`src/rtl/uart_pkg.sv`:
```
// Shared UART definitions: receiver state encoding and frame-format defaults,
// kept in one place so the transmitter and receiver agree.
package uart_pkg;

  localparam int DEF_DATA_BITS = 8;
  localparam int DEF_OS_RATE   = 16;

  typedef enum logic [2:0] {
    ST_IDLE  = 3'd0,
    ST_START = 3'd1,
    ST_DATA  = 3'd2,
    ST_STOP  = 3'd3,
    ST_BREAK = 3'd4
  } rx_state_e;

endpackage

```
`src/rtl/uart_sync.sv`:
```
// Two-flop synchronizer for a single asynchronous input bit.
module uart_sync #(
  parameter logic RST_VAL = 1'b1
) (
  input  logic clk,
  input  logic reset,
  input  logic d,
  output logic q
);

  logic meta_q;
  logic sync_q;

  // NOTE: both stages reset to the line's idle level so a reset release
  // never looks like a falling edge on the serial line.
  always_ff @(posedge clk or negedge reset) begin
    if (!reset) begin
      meta_q <= RST_VAL;
      sync_q <= RST_VAL;
    end else begin
      meta_q <= d;
      sync_q <= meta_q;
    end
  end

  assign q = sync_q;

endmodule

```
`src/rtl/uart_rx.sv`:
```
// 8N1 UART receiver: oversamples the synchronized line with an external tick,
// samples each bit at its centre and reports good bytes or framing errors.
module uart_rx
  import uart_pkg::*;
#(
  parameter int DATA_BITS = DEF_DATA_BITS,
  parameter int OS_RATE   = DEF_OS_RATE
) (
  input  logic                 clk,
  input  logic                 reset,
  input  logic                 i_clk_rx,
  input  logic                 i_rxd,
  output logic [DATA_BITS-1:0] o_rx_data,
  output logic                 o_rx_valid,
  output logic                 o_frame_err,
  output logic                 o_busy
);

  localparam int CW = $clog2(OS_RATE);
  localparam int BW = $clog2(DATA_BITS) + 1;

  localparam logic [CW-1:0] CNT_HALF = CW'(OS_RATE / 2 - 1);
  localparam logic [CW-1:0] CNT_LAST = CW'(OS_RATE - 1);
  localparam logic [BW-1:0] BIT_LAST = BW'(DATA_BITS - 1);

  logic rxd_s;

  rx_state_e            state_q,     state_d;
  logic [CW-1:0]        cnt_q,       cnt_d;
  logic [BW-1:0]        bit_idx_q,   bit_idx_d;
  logic [DATA_BITS-1:0] shift_q,     shift_d;
  logic [DATA_BITS-1:0] rx_data_q,   rx_data_d;
  logic                 rx_valid_q,  rx_valid_d;
  logic                 frame_err_q, frame_err_d;

  uart_sync #(
    .RST_VAL (1'b1)
  ) u_sync (
    .clk   (clk),
    .reset (reset),
    .d     (i_rxd),
    .q     (rxd_s)
  );

  always_comb begin
    // NOTE: every signal gets a default before the case so no path leaves
    // one unassigned, which would otherwise infer a latch.
    state_d     = state_q;
    cnt_d       = cnt_q;
    bit_idx_d   = bit_idx_q;
    shift_d     = shift_q;
    rx_data_d   = rx_data_q;
    rx_valid_d  = 1'b0;
    frame_err_d = 1'b0;

    unique case (state_q)
      ST_IDLE: begin
        cnt_d = '0;
        if (!rxd_s) state_d = ST_START;
      end

      ST_START: begin
        if (i_clk_rx) begin
          if (cnt_q == CNT_HALF) begin
            cnt_d = '0;
            if (!rxd_s) begin
              bit_idx_d = '0;
              state_d   = ST_DATA;
            end else begin
              state_d   = ST_IDLE;  // glitch shorter than half a bit
            end
          end else begin
            cnt_d = cnt_q + CW'(1);
          end
        end
      end

      ST_DATA: begin
        if (i_clk_rx) begin
          if (cnt_q == CNT_LAST) begin
            cnt_d     = '0;
            shift_d   = {rxd_s, shift_q[DATA_BITS-1:1]};
            bit_idx_d = bit_idx_q + BW'(1);
            if (bit_idx_q == BIT_LAST) state_d = ST_STOP;
          end else begin
            cnt_d = cnt_q + CW'(1);
          end
        end
      end

      ST_STOP: begin
        if (i_clk_rx) begin
          if (cnt_q == CNT_LAST) begin
            cnt_d = '0;
            if (rxd_s) begin
              rx_data_d  = shift_q;
              rx_valid_d = 1'b1;
              state_d    = ST_IDLE;
            end else begin
              frame_err_d = 1'b1;
              state_d     = ST_BREAK;
            end
          end else begin
            cnt_d = cnt_q + CW'(1);
          end
        end
      end

      // Held-low line after a bad stop bit must not start a new frame.
      ST_BREAK: begin
        if (rxd_s) state_d = ST_IDLE;
      end

      default: state_d = ST_IDLE;
    endcase
  end

  // NOTE: state registers use non-blocking assignments so every flop samples
  // values from before the edge, independent of statement order.
  always_ff @(posedge clk or negedge reset) begin
    if (!reset) begin
      state_q     <= ST_IDLE;
      cnt_q       <= '0;
      bit_idx_q   <= '0;
      shift_q     <= '0;
      rx_data_q   <= '0;
      rx_valid_q  <= 1'b0;
      frame_err_q <= 1'b0;
    end else begin
      state_q     <= state_d;
      cnt_q       <= cnt_d;
      bit_idx_q   <= bit_idx_d;
      shift_q     <= shift_d;
      rx_data_q   <= rx_data_d;
      rx_valid_q  <= rx_valid_d;
      frame_err_q <= frame_err_d;
    end
  end

  assign o_rx_data   = rx_data_q;
  assign o_rx_valid  = rx_valid_q;
  assign o_frame_err = frame_err_q;
  assign o_busy      = (state_q != ST_IDLE);

endmodule

```
`config.mk`:
```
export PLATFORM = sky130hd
export DESIGN_NAME = uart_rx
export DESIGN_NICKNAME = d
export VERILOG_FILES = /design/src/rtl/uart_pkg.sv /design/src/rtl/uart_sync.sv /design/src/rtl/uart_rx.sv
export SDC_FILE = /design/constraint.sdc
export NUM_CORES = 1
export LEC_CHECK = 0
export CAP_MARGIN = 25
export CORE_ASPECT_RATIO = 1.4
export CORE_UTILIZATION = 45
export CTS_BUF_LIST = sky130_fd_sc_hd__clkbuf_2 sky130_fd_sc_hd__clkbuf_4 sky130_fd_sc_hd__clkbuf_8
export CTS_CLUSTER_DIAMETER = 50
export DETAILED_ROUTE_END_ITERATION = 10
export PLACE_DENSITY = 0.64
export SLEW_MARGIN = 30
export SYNTH_ARGS = -nofsm -noshare
export SYNTH_HDL_FRONTEND = slang
export SYNTH_SLANG_ARGS = --single-unit
```
`constraint.sdc`:
```
create_clock -name clk -period 3.25 [get_ports clk]
set_input_delay 0.975 -clock clk [delete_from_list [all_inputs] [get_ports clk]]
set_output_delay 0.975 -clock clk [all_outputs]
set_load 0.02 [all_outputs]
```
# Yosys cells after proc, flatten, opt, wreduce, memory -nomap -nowiden
# Index checks and enable logic that the tools add are counted.
# word_totals
inputBits	4
regBits	31
output_inout_bits	11
word_cells	70
# op_classes
n_eq_ne	18
addsub	2
mux	31
n_reduce_logical	10
# op_table
op	n
$mux 4	9
$mux 3	10
$ne 2x2->1 const B	9
$pmux 3 s5	1
$pmux 4 s3	1
$reduce_and 9->1	1
$add 4x1->4 const B	2
$eq 4x3->1 const B	2
$mux 1	8
$pmux 4 s2	1
$eq 3x2->1 const B	2
$reduce_and 3->1	2
$reduce_and 6->1	1
$reduce_bool 3->1	2
$eq 4x4->1 const B	1
$ne 2x1->1 const B	2
$reduce_and 4->1	1
$eq 3x1->1 const B	1
$eq 3x3->1 const B	1
$logic_not 3->1	1
$mux 2	1
$reduce_bool 2->1	1
$reduce_or 2->1	1

# Depth between registers and ports, before layout
# Gate-level depths: netlist (run 1).
# depth
depth_word	5
depth_mapped	5
ltp_nobuf	5

# By module
# Synthesis (run 1) repeated with hierarchy kept, for this count alone.
# unflattened
hier_cells	108
area_unflattened_um2	1443.9
# modules_own_cells
module	area_per_inst_um2	seq_area_each_um2	n_inst	cells_each
uart_rx	1391.3	725.7	1	106
uart_sync	52.6	52.6	1	2

# Least setup slack after synthesis (run 1)
# Ideal clock, no wire load.
# synth_path
kind	in2reg
startpoint	in i_clk_rx
endpoint	reg rx_data_q[0] (netlist: o_rx_data[0])
required_ps	3125
setup_ps	125
t_arrival_ps	2282
path_buffers	2
stages	5
slack_ps	843
path_cell_list	clkbuf_1 nand3_1 or4_1 clkbuf_1 mux2_2
# synth_between
elab_chain_cells	1
# synth_lines
item	line_no	rtl
from (decl)	uart_rx.sv:11	input logic i_clk_rx,
$reduce_and 4->1 (no source line)	--	
to (signal assigned)	uart_rx.sv:134	rx_data_q <= rx_data_d;
to (decl)	uart_rx.sv:32	logic [DATA_BITS-1:0] rx_data_q, rx_data_d;
# Every way passes these cells.
# A chain may end at the register's enable or synchronous reset.

# Worst setup path in the final report (run 1)
# layout_path
startpoint	reg state_q[1]
endpoint	out o_busy
# layout_between
elab_chain_cells	1
# layout_lines
item	line_no	rtl
from (decl)	uart_rx.sv:28	rx_state_e state_q, state_d;
from (signal assigned)	uart_rx.sv:130	state_q <= state_d;
$reduce_bool 3->1	uart_rx.sv:143	assign o_busy = (state_q != ST_IDLE);
to (decl)	uart_rx.sv:16	output logic o_busy
# Every way passes these cells.

==> results of run 1 <==
-- per-stage QoR --
| stage | hold WS, ps | util |
|---|---|---|
| after floorplan | 345 | - |
| final | 356 | 0.564 |
| after CTS | 358 | 0.564 |
| after global placement | 346 | 0.533 |
| after detailed placement | 349 | 0.533 |
| after global routing | 359 | 0.564 |
-- registers in the layout (all words and copies together), names as in the netlist --
| name | cells |
|---|---|
| o_rx_data | 8 |
| bit_idx_q | 4 |
| u_sync.meta_q | 1 |
| o_rx_valid | 1 |
| u_sync.q | 1 |
| state_q | 3 |
| cnt_q | 4 |
| o_frame_err | 1 |
| shift_q | 8 |
-- layer usage --
layer  up-vias  track usage  wire (microns)
met3         8       0.0563             103
met4         0        0.114              65
met2        20        0.309            1250
met5         -            0               0
li1        448            -               -
met1       476        0.183            1040
-- power by group --
part           switching [mW]  internal, mW  total, mW  leakage, nW
combinational          0.0889        0.0927      0.182        0.279
sequential             0.0720         0.428      0.500        0.411
clock                   0.133         0.166      0.300       0.0491
total                   0.294         0.687      0.981        0.739
-- critical path: cells and delay by family (launching register included) --
kind	cells	cell delay (ps)
AND/OR/NAND/NOR	1	410
buffers and inverters	1	540
flip-flops	1	510
-- synthesized netlist by cell type (3+ instances only) --
library cell   n
dfrtp_1       29
mux2_2        16
nand3_1        7
nor2_1        10
a311oi_1       3
clkbuf_1       6
o21ai_0        6
nand2_1        7
-- final timing paths --
kind / start / endpoint / slack (ps) / depth (start not counted)
min reg2reg: u_sync.meta_q / u_sync.q / 360 / 0
max reg2reg: cnt_q[3] / bit_idx_q[3] / 1210 / 4
max: state_q[1] / o_busy / 530 / 2
max in group asynchronous: reset / u_sync.meta_q / 1850 / 2
min: u_sync.meta_q / u_sync.q / 360 / 0
min in group asynchronous: reset / bit_idx_q[2] / 1080 / 2
-- logic make-up after synthesis --
kind of cell	after synthesis	synth area share
AOI/OAI and AO/OA	19	0.0974
xor gates and xnor gates	3	0.0191
adders and majority gates	2	0.0182
buffers and inverters	9	0.0300
DFF	31	0.566
muxes	16	0.131
and+or+nand+nor	37	0.138
-- cell type report --
cell class / instances / area [sq um] / area share
Clock inverter: 1 / 5.00 / 0.00308
Timing Repair Buffer: 15 / 148 / 0.0909
Tap cell: 37 / 46.3 / 0.0285
Sequential cell: 31 / 778 / 0.479
Multi-Input combinational cell: 77 / 556 / 0.342
Inverter: 2 / 7.51 / 0.00462
Clock buffer: 7 / 83.8 / 0.0516
==> run summary, run 1 <==
status - finished clean
Synth Instances - 117
commonest non-fill, non-tap cells in the layout - dfrtp_1 (29), mux2_2 (16), clkdlybuf4s50_1 (14)
gr usage total - 0.176
Post-synth ARST share - 1.00
setup TNS - 0 ps
area leader, netlist - dfrtp_1
fmax - 368 MHz
Max VDD drop - 0.353 mV
cts repair resizes - 0
Worst Max-Slew Pin Slew - 469 ps
mean area per synthesized cell - 11.8 sq um
PwrDens - 604 nW/um^2
Final setup viols - 0
Via Count - 952
num rows - 23
CP peak stage delay - 540 ps
Clock Sinks - 31
Worst Hold Class - reg2reg
synth top area cells - dfrtp_1 (53%), mux2_2 (13%), dfstp_2 (3.8%), nor2_1 (2.7%), nand3_1 (2.5%)
Overall Power - 0.981 mW
Worst Setup End Kind - primary output
Max clock buf depth - 2
Port Buffer Count - 14
Initial Util - 0.478
GR Overflow Total - 0
unrepaired setup endpoints after global routing - no
Placement Cell Area - 1540 sq um
Tcrit/Tclk final - 0.837
cell area after layout - 1620 sq um
Final Skew - 4.24 ps
Place WS - 340 ps
number of flops mapped to enable cells by yosys - 0
Slew HR - 0.686
Final Hold Viols - 0
placed cells - 162
Layout fillers - 251
Final ANT Viol Nets - 0
number of global-route vias before repair - 952
die height - 67.4 microns
ratio of cells with drive above 1 in the final layout - 0.218
area of the mapped netlist - 1380 sq um
WP data required - 2270 ps
1st-iter DRT viols - 19
largest net degree at the start of global routing - 32
Ys Warns - 0
worst-skew pair later-pin latency - 280 ps
Die X - 48.7 microns
Core Area - 2880 sq um
wire per inst - 14.4 microns
Synth Register Bits - 31
Worst-path clk slew - 60 ps
dpl hpwl - 1.64 mm
Final nets - 138
final wirelength - 2.45 mm
max-cap violations - 0
Clock Root Buffer - clkbuf_8
critical path launch point type - flop
Slew Limit Fails - 0
first-pass GRT wire length - 4.25 mm
Boundary Pins - 15
Post-Layout Cell Count - 170
P&R area growth vs syn - 18.1%
antenna violations before repair - 0
gpl congestion - 0.742
critical path's slowest cell - clkdlybuf4s50_1
worst-path cell chain - or3_1 > clkdlybuf4s50_1
post-synthesis sequential area ratio - 0.566
die area - 3280 sq um
TritonRoute pass-1 iters - 4
Yosys top cell area share - 0.528
Post-Syn Nets - 123
leakage - 0.739 nW
vias per cell - 5.60
post-synthesis cell type count - 30
CTS tree - yes
CTS Buf Count - 5
drt drc - 0
WS Path Type - reg2out
Worst Setup Slack, final - 531 ps
top_reg_cell synth - dfrtp_1
Ant. Diodes - 0
worst-path fanout max - 12
commonest non-fill, non-tap cell in the layout - dfrtp_1
critical path arrival - 1740 ps
setup bufs post-CTS - 0
fin crit period - 2720 ps
cts hold-fix bufs - 0
H-tree Lvls - 2
No activity file was read; power rests on OpenSTA's default activity.
==> run 2: changes to the inputs <==
--- a/config.mk
+++ b/config.mk
@@ -11,7 +11,7 @@
 export CTS_BUF_LIST = sky130_fd_sc_hd__clkbuf_2 sky130_fd_sc_hd__clkbuf_4 sky130_fd_sc_hd__clkbuf_8
 export CTS_CLUSTER_DIAMETER = 50
 export DETAILED_ROUTE_END_ITERATION = 10
-export PLACE_DENSITY = 0.64
+export PLACE_DENSITY = 0.66
 export SLEW_MARGIN = 30
 export SYNTH_ARGS = -nofsm -noshare
 export SYNTH_HDL_FRONTEND = slang
==> constraint.sdc (replaced) <==
create_clock -name clk -period 2.3 [get_ports clk]
set_input_delay 0.69 -clock clk [delete_from_list [all_inputs] [get_ports clk]]
set_output_delay 0.69 -clock clk [all_outputs]
set_load 0.02 [all_outputs]
==> run 2 against run 1 <==
  * Clock power up 43%
  * Die area unchanged
  * Worst setup slack worse by 480 ps
  * Final cell count up 5.9%
  * Combinational power up 91%
  * Clock skew up 6.8 ps
  * Critical path type unchanged
  * Critical endpoint unchanged
  * Largest cell class unchanged
  * First-iteration DRC count down 26%
  * Routed wire length down 0.16%
==> run summary, run 2 (synthesis results as in run 1) <==
commonest non-fill, non-tap cell in the layout - dfrtp_1
Tcrit/Tclk final - 0.976
CTS Buf Count - 5
Worst Setup End Kind - primary output
CTS tree - yes
cts hold-fix bufs - 0
dpl hpwl - 1.73 mm
num rows - 23
fmax - 445 MHz
Final Skew - 11.1 ps
max-cap violations - 0
Initial Util - 0.478
drt drc - 0
wire per inst - 13.6 microns
first-pass GRT wire length - 4.24 mm
Port Buffer Count - 14
Clock Root Buffer - clkbuf_8
TritonRoute pass-1 iters - 4
WP data required - 1610 ps
gr usage total - 0.180
critical path arrival - 1560 ps
Max VDD drop - 0.506 mV
worst-skew pair later-pin latency - 280 ps
ratio of cells with drive above 1 in the final layout - 0.273
GR Overflow Total - 0
PwrDens - 840 nW/um^2
Worst-path clk slew - 60 ps
leakage - 0.787 nW
largest net degree at the start of global routing - 32
cts repair resizes - 0
WS Path Type - reg2out
die height - 67.4 microns
Final nets - 148
Die X - 48.7 microns
H-tree Lvls - 2
Max clock buf depth - 2
Final ANT Viol Nets - 0
Via Count - 983
unrepaired setup endpoints after global routing - no
commonest non-fill, non-tap cells in the layout - dfrtp_1 (29), mux2_2 (16), clkdlybuf4s50_1 (14)
Worst Hold Class - reg2reg
vias per cell - 5.46
Slew HR - 0.747
critical path launch point type - flop
Final Hold Viols - 0
P&R area growth vs syn - 23.7%
1st-iter DRT viols - 14
Ant. Diodes - 0
antenna violations before repair - 0
Clock Sinks - 31
worst-path fanout max - 2
Slew Limit Fails - 0
Worst Max-Slew Pin Slew - 380 ps
Final setup viols - 0
Boundary Pins - 15
number of global-route vias before repair - 952
final wirelength - 2.45 mm
Place WS - -78.0 ps
fin crit period - 2250 ps
Core Area - 2880 sq um
gpl congestion - 0.878
setup bufs post-CTS - 0
Worst Setup Slack, final - 54.6 ps
worst hold slack - 354 ps
status - finished clean
die area - 3280 sq um
[run 2: final timing paths]
kind | from | cells after the start | end | slack (ps)
max | state_q[1] | 2 | o_busy | 50
min | u_sync.meta_q | 0 | u_sync.q | 350
max reg2reg | state_q[1] | 5 | bit_idx_q[3] | 300
min reg2reg | u_sync.meta_q | 0 | u_sync.q | 350
max in group asynchronous | reset | 2 | u_sync.meta_q | 1180
min in group asynchronous | reset | 2 | cnt_q[2] | 800
[run 2: critical path, stage by stage, from the launching register on]
cell and delay (ps):
dfrtp_1 370, or3_1 370, clkdlybuf4s50_1 540
[run 2: layer usage]
metal	up-vias	part of all wire	wire length [microns]	track usage
li1	471	-	-	-
met1	476	0.41	997	0.199
met2	25	0.51	1250	0.293
met3	11	0.043	105	0.0563
met4	0	0.039	95	0.136
met5	-	0	0	0
[run 2: layout make-up]
class / instances / area [sq um]
sequential: 31 / 778
tap: 37 / 46.3
multi-input combinational: 77 / 556
timing repair buffer: 25 / 223
fill: 249 / 1180
clock buffer: 8 / 91.3
inverter: 2 / 7.51
[run 2: power breakdown]
part           switching, mW  internal, mW  leakage, nW
Combinational          0.182         0.164        0.326
Sequential            0.0465         0.605        0.411
Clock                  0.181         0.250       0.0498
[run 2: per-stage QoR]
stage | setup TNS, ps | utilization | area, sq um | total power [mW] | cells
3_3_place_gp | -513 | 0.560 | 1610 | 0.994 | 172
3_5_place_dp | -571 | 0.560 | 1610 | 1.01 | 172
2_1_floorplan | 0 | - | 1380 | 0.902 | 117
4_1_cts | 0 | 0.591 | 1700 | 1.45 | 180
5_1_grt | 0 | 0.591 | 1700 | 1.52 | 180
6_report | 0 | 0.591 | 1700 | 1.43 | 180
==> run 3: changes to the inputs <==
--- a/config.mk
+++ b/config.mk
@@ -6,12 +6,14 @@
 export NUM_CORES = 1
 export LEC_CHECK = 0
 export CAP_MARGIN = 25
+export CELL_PAD_IN_SITES_DETAIL_PLACEMENT = 1
+export CELL_PAD_IN_SITES_GLOBAL_PLACEMENT = 1
 export CORE_ASPECT_RATIO = 1.4
-export CORE_UTILIZATION = 45
+export CORE_UTILIZATION = 42
 export CTS_BUF_LIST = sky130_fd_sc_hd__clkbuf_2 sky130_fd_sc_hd__clkbuf_4 sky130_fd_sc_hd__clkbuf_8
 export CTS_CLUSTER_DIAMETER = 50
 export DETAILED_ROUTE_END_ITERATION = 10
-export PLACE_DENSITY = 0.66
+export PLACE_DENSITY = 0.75
 export SLEW_MARGIN = 30
 export SYNTH_ARGS = -nofsm -noshare
 export SYNTH_HDL_FRONTEND = slang
==> run 3 against run 2 <==
  * Maximum frequency down 0.34%
  * Sequential power about the same
  * Critical endpoint unchanged
  * Total power up 9.1%
  * Routed wire length up 18%
  * Critical path type unchanged
==> run summary, run 3 (synthesis results as in run 1) <==
status - finished clean
Hold Crit Start - u_sync.meta_q
Max VDD drop - 0.465 mV
metal3 WL - 76 microns
worst setup path startpoint - state_q[1]
worst-path fanout max - 2
Core Util, Final - 0.554
Pint - 1.12 mW
H-tree Lvls - 2
Via Count - 983
Met2 Wirelength - 1.52 mm
Final ANT Viol Nets - 0
placed cells - 174
cts hold-fix bufs - 0
worst hold slack - 356 ps
num rows - 24
WS Path Type - reg2out
Tcrit/Tclk final - 0.980
switching power - 0.440 mW
Core Area - 3120 sq um
commonest non-fill, non-tap cells in the layout - dfrtp_1 (29), mux2_2 (16), clkdlybuf4s50_1 (14)
fin crit period - 2250 ps
TritonRoute pass-1 iters - 4
met1 WL - 1.23 mm
Clock Root Buffer - clkbuf_8
Clock Sinks - 31
max-cap violations - 0
fmax - 444 MHz
CTS Buf Count - 5
Post-Layout Cell Count - 182
Worst Hold Class - reg2reg
Layout fillers - 333
gpl congestion - 0.833
Port Buffer Count - 14
largest net degree at the start of global routing - 32
antenna violations before repair - 0
gr usage total - 0.194
die height - 69.7 microns
Boundary Pins - 15
PwrDens - 901 nW/um^2
leakage - 0.799 nW
die area - 3510 sq um
CTS tree - yes
Final Skew - 6.03 ps
ratio of cells with drive above 1 in the final layout - 0.273
Initial Util - 0.440
Die X - 50.4 microns
Slew Limit Fails - 0
number of global-route vias before repair - 1073
cts repair resizes - 0
setup bufs post-CTS - 0
wire per inst - 15.9 microns
Worst-path clk slew - 70 ps
Worst Setup End Kind - primary output
Overall Power - 1.56 mW
Slew HR - 0.744
GR Overflow Total - 0
vias per cell - 5.40
1st-iter DRT viols - 14
Final nets - 148
P&R area growth vs syn - 25.8%
Final Hold Viols - 0
Sw Share - 0.283
reg2reg start - state_q[1]
dpl hpwl - 1.97 mm
Reg power frac - 0.419
WP data required - 1610 ps
Clock power frac - 0.352
worst-skew pair later-pin latency - 280 ps
combinational share of power - 0.228
critical path launch point type - flop
DR top layer - met4
drt drc - 0
critical path arrival - 1560 ps
Max clock buf depth - 2
Final setup viols - 0
Ant. Diodes - 0
Worst Max-Slew Pin Slew - 384 ps
first-pass GRT wire length - 5.04 mm
commonest non-fill, non-tap cell in the layout - dfrtp_1
final wirelength - 2.89 mm
unrepaired setup endpoints after global routing - no
## run 3: cell types whose count changed in the layout (fill, tap and decap cells not counted)
cell,before,now
clkbuf_8,5,6
clkinv_2,0,1
clkbuf_4,3,0
bufinv_16,0,1
## run 3: critical path, cell delays in order (launching register included)
cell and delay (ps):
dfrtp_1 370, or3_1 370, clkdlybuf4s50_1 540
## run 3: power by group through the flow
stage | registers, mW | logic (mW) | clock network (mW)
floorplan | 0.651 | 0.251 | 0
global placement | 0.659 | 0.345 | 0
detailed placement | 0.664 | 0.358 | 0
CTS | 0.655 | 0.362 | 0.570
global route | 0.663 | 0.397 | 0.583
finish | 0.654 | 0.356 | 0.549
## run 3: worst paths after layout
path,to,slack (ps),cells past startpoint
max in group asynchronous,u_sync.q,1170,2
min reg2reg,u_sync.q,360,0
max,o_busy,50,2
min,u_sync.q,360,0
min in group asynchronous,state_q[2],800,2
max reg2reg,bit_idx_q[3],270,5
## run 3: layout make-up
| class | instances | area, sq um | share of cell area |
|---|---|---|---|
| repair buffers | 25 | 223 | 0.129 |
| multi-input cells | 77 | 556 | 0.321 |
| inverters | 2 | 7.51 | 0.00434 |
| well taps | 39 | 48.8 | 0.0282 |
| clock inverters | 2 | 35.0 | 0.0202 |
| flip-flops and latches | 31 | 778 | 0.450 |
| clock buffers | 6 | 82.6 | 0.0477 |
## run 3: stage by stage
stage               TNS, ps  worst slack, ps  cell area, sq um
floorplan                 0              178              1380
global placement       -536            -65.8              1610
detailed placement     -720            -93.7              1610
CTS                       0             21.6              1730
global route              0             10.8              1730
finish                    0             46.9              1730
## run 3: metal layers
metal / vias up / global-route usage
li1: 465 / -
met1: 495 / 0.241
met2: 15 / 0.311
met3: 8 / 0.0526
met4: 0 / 0.0833
met5: - / 0
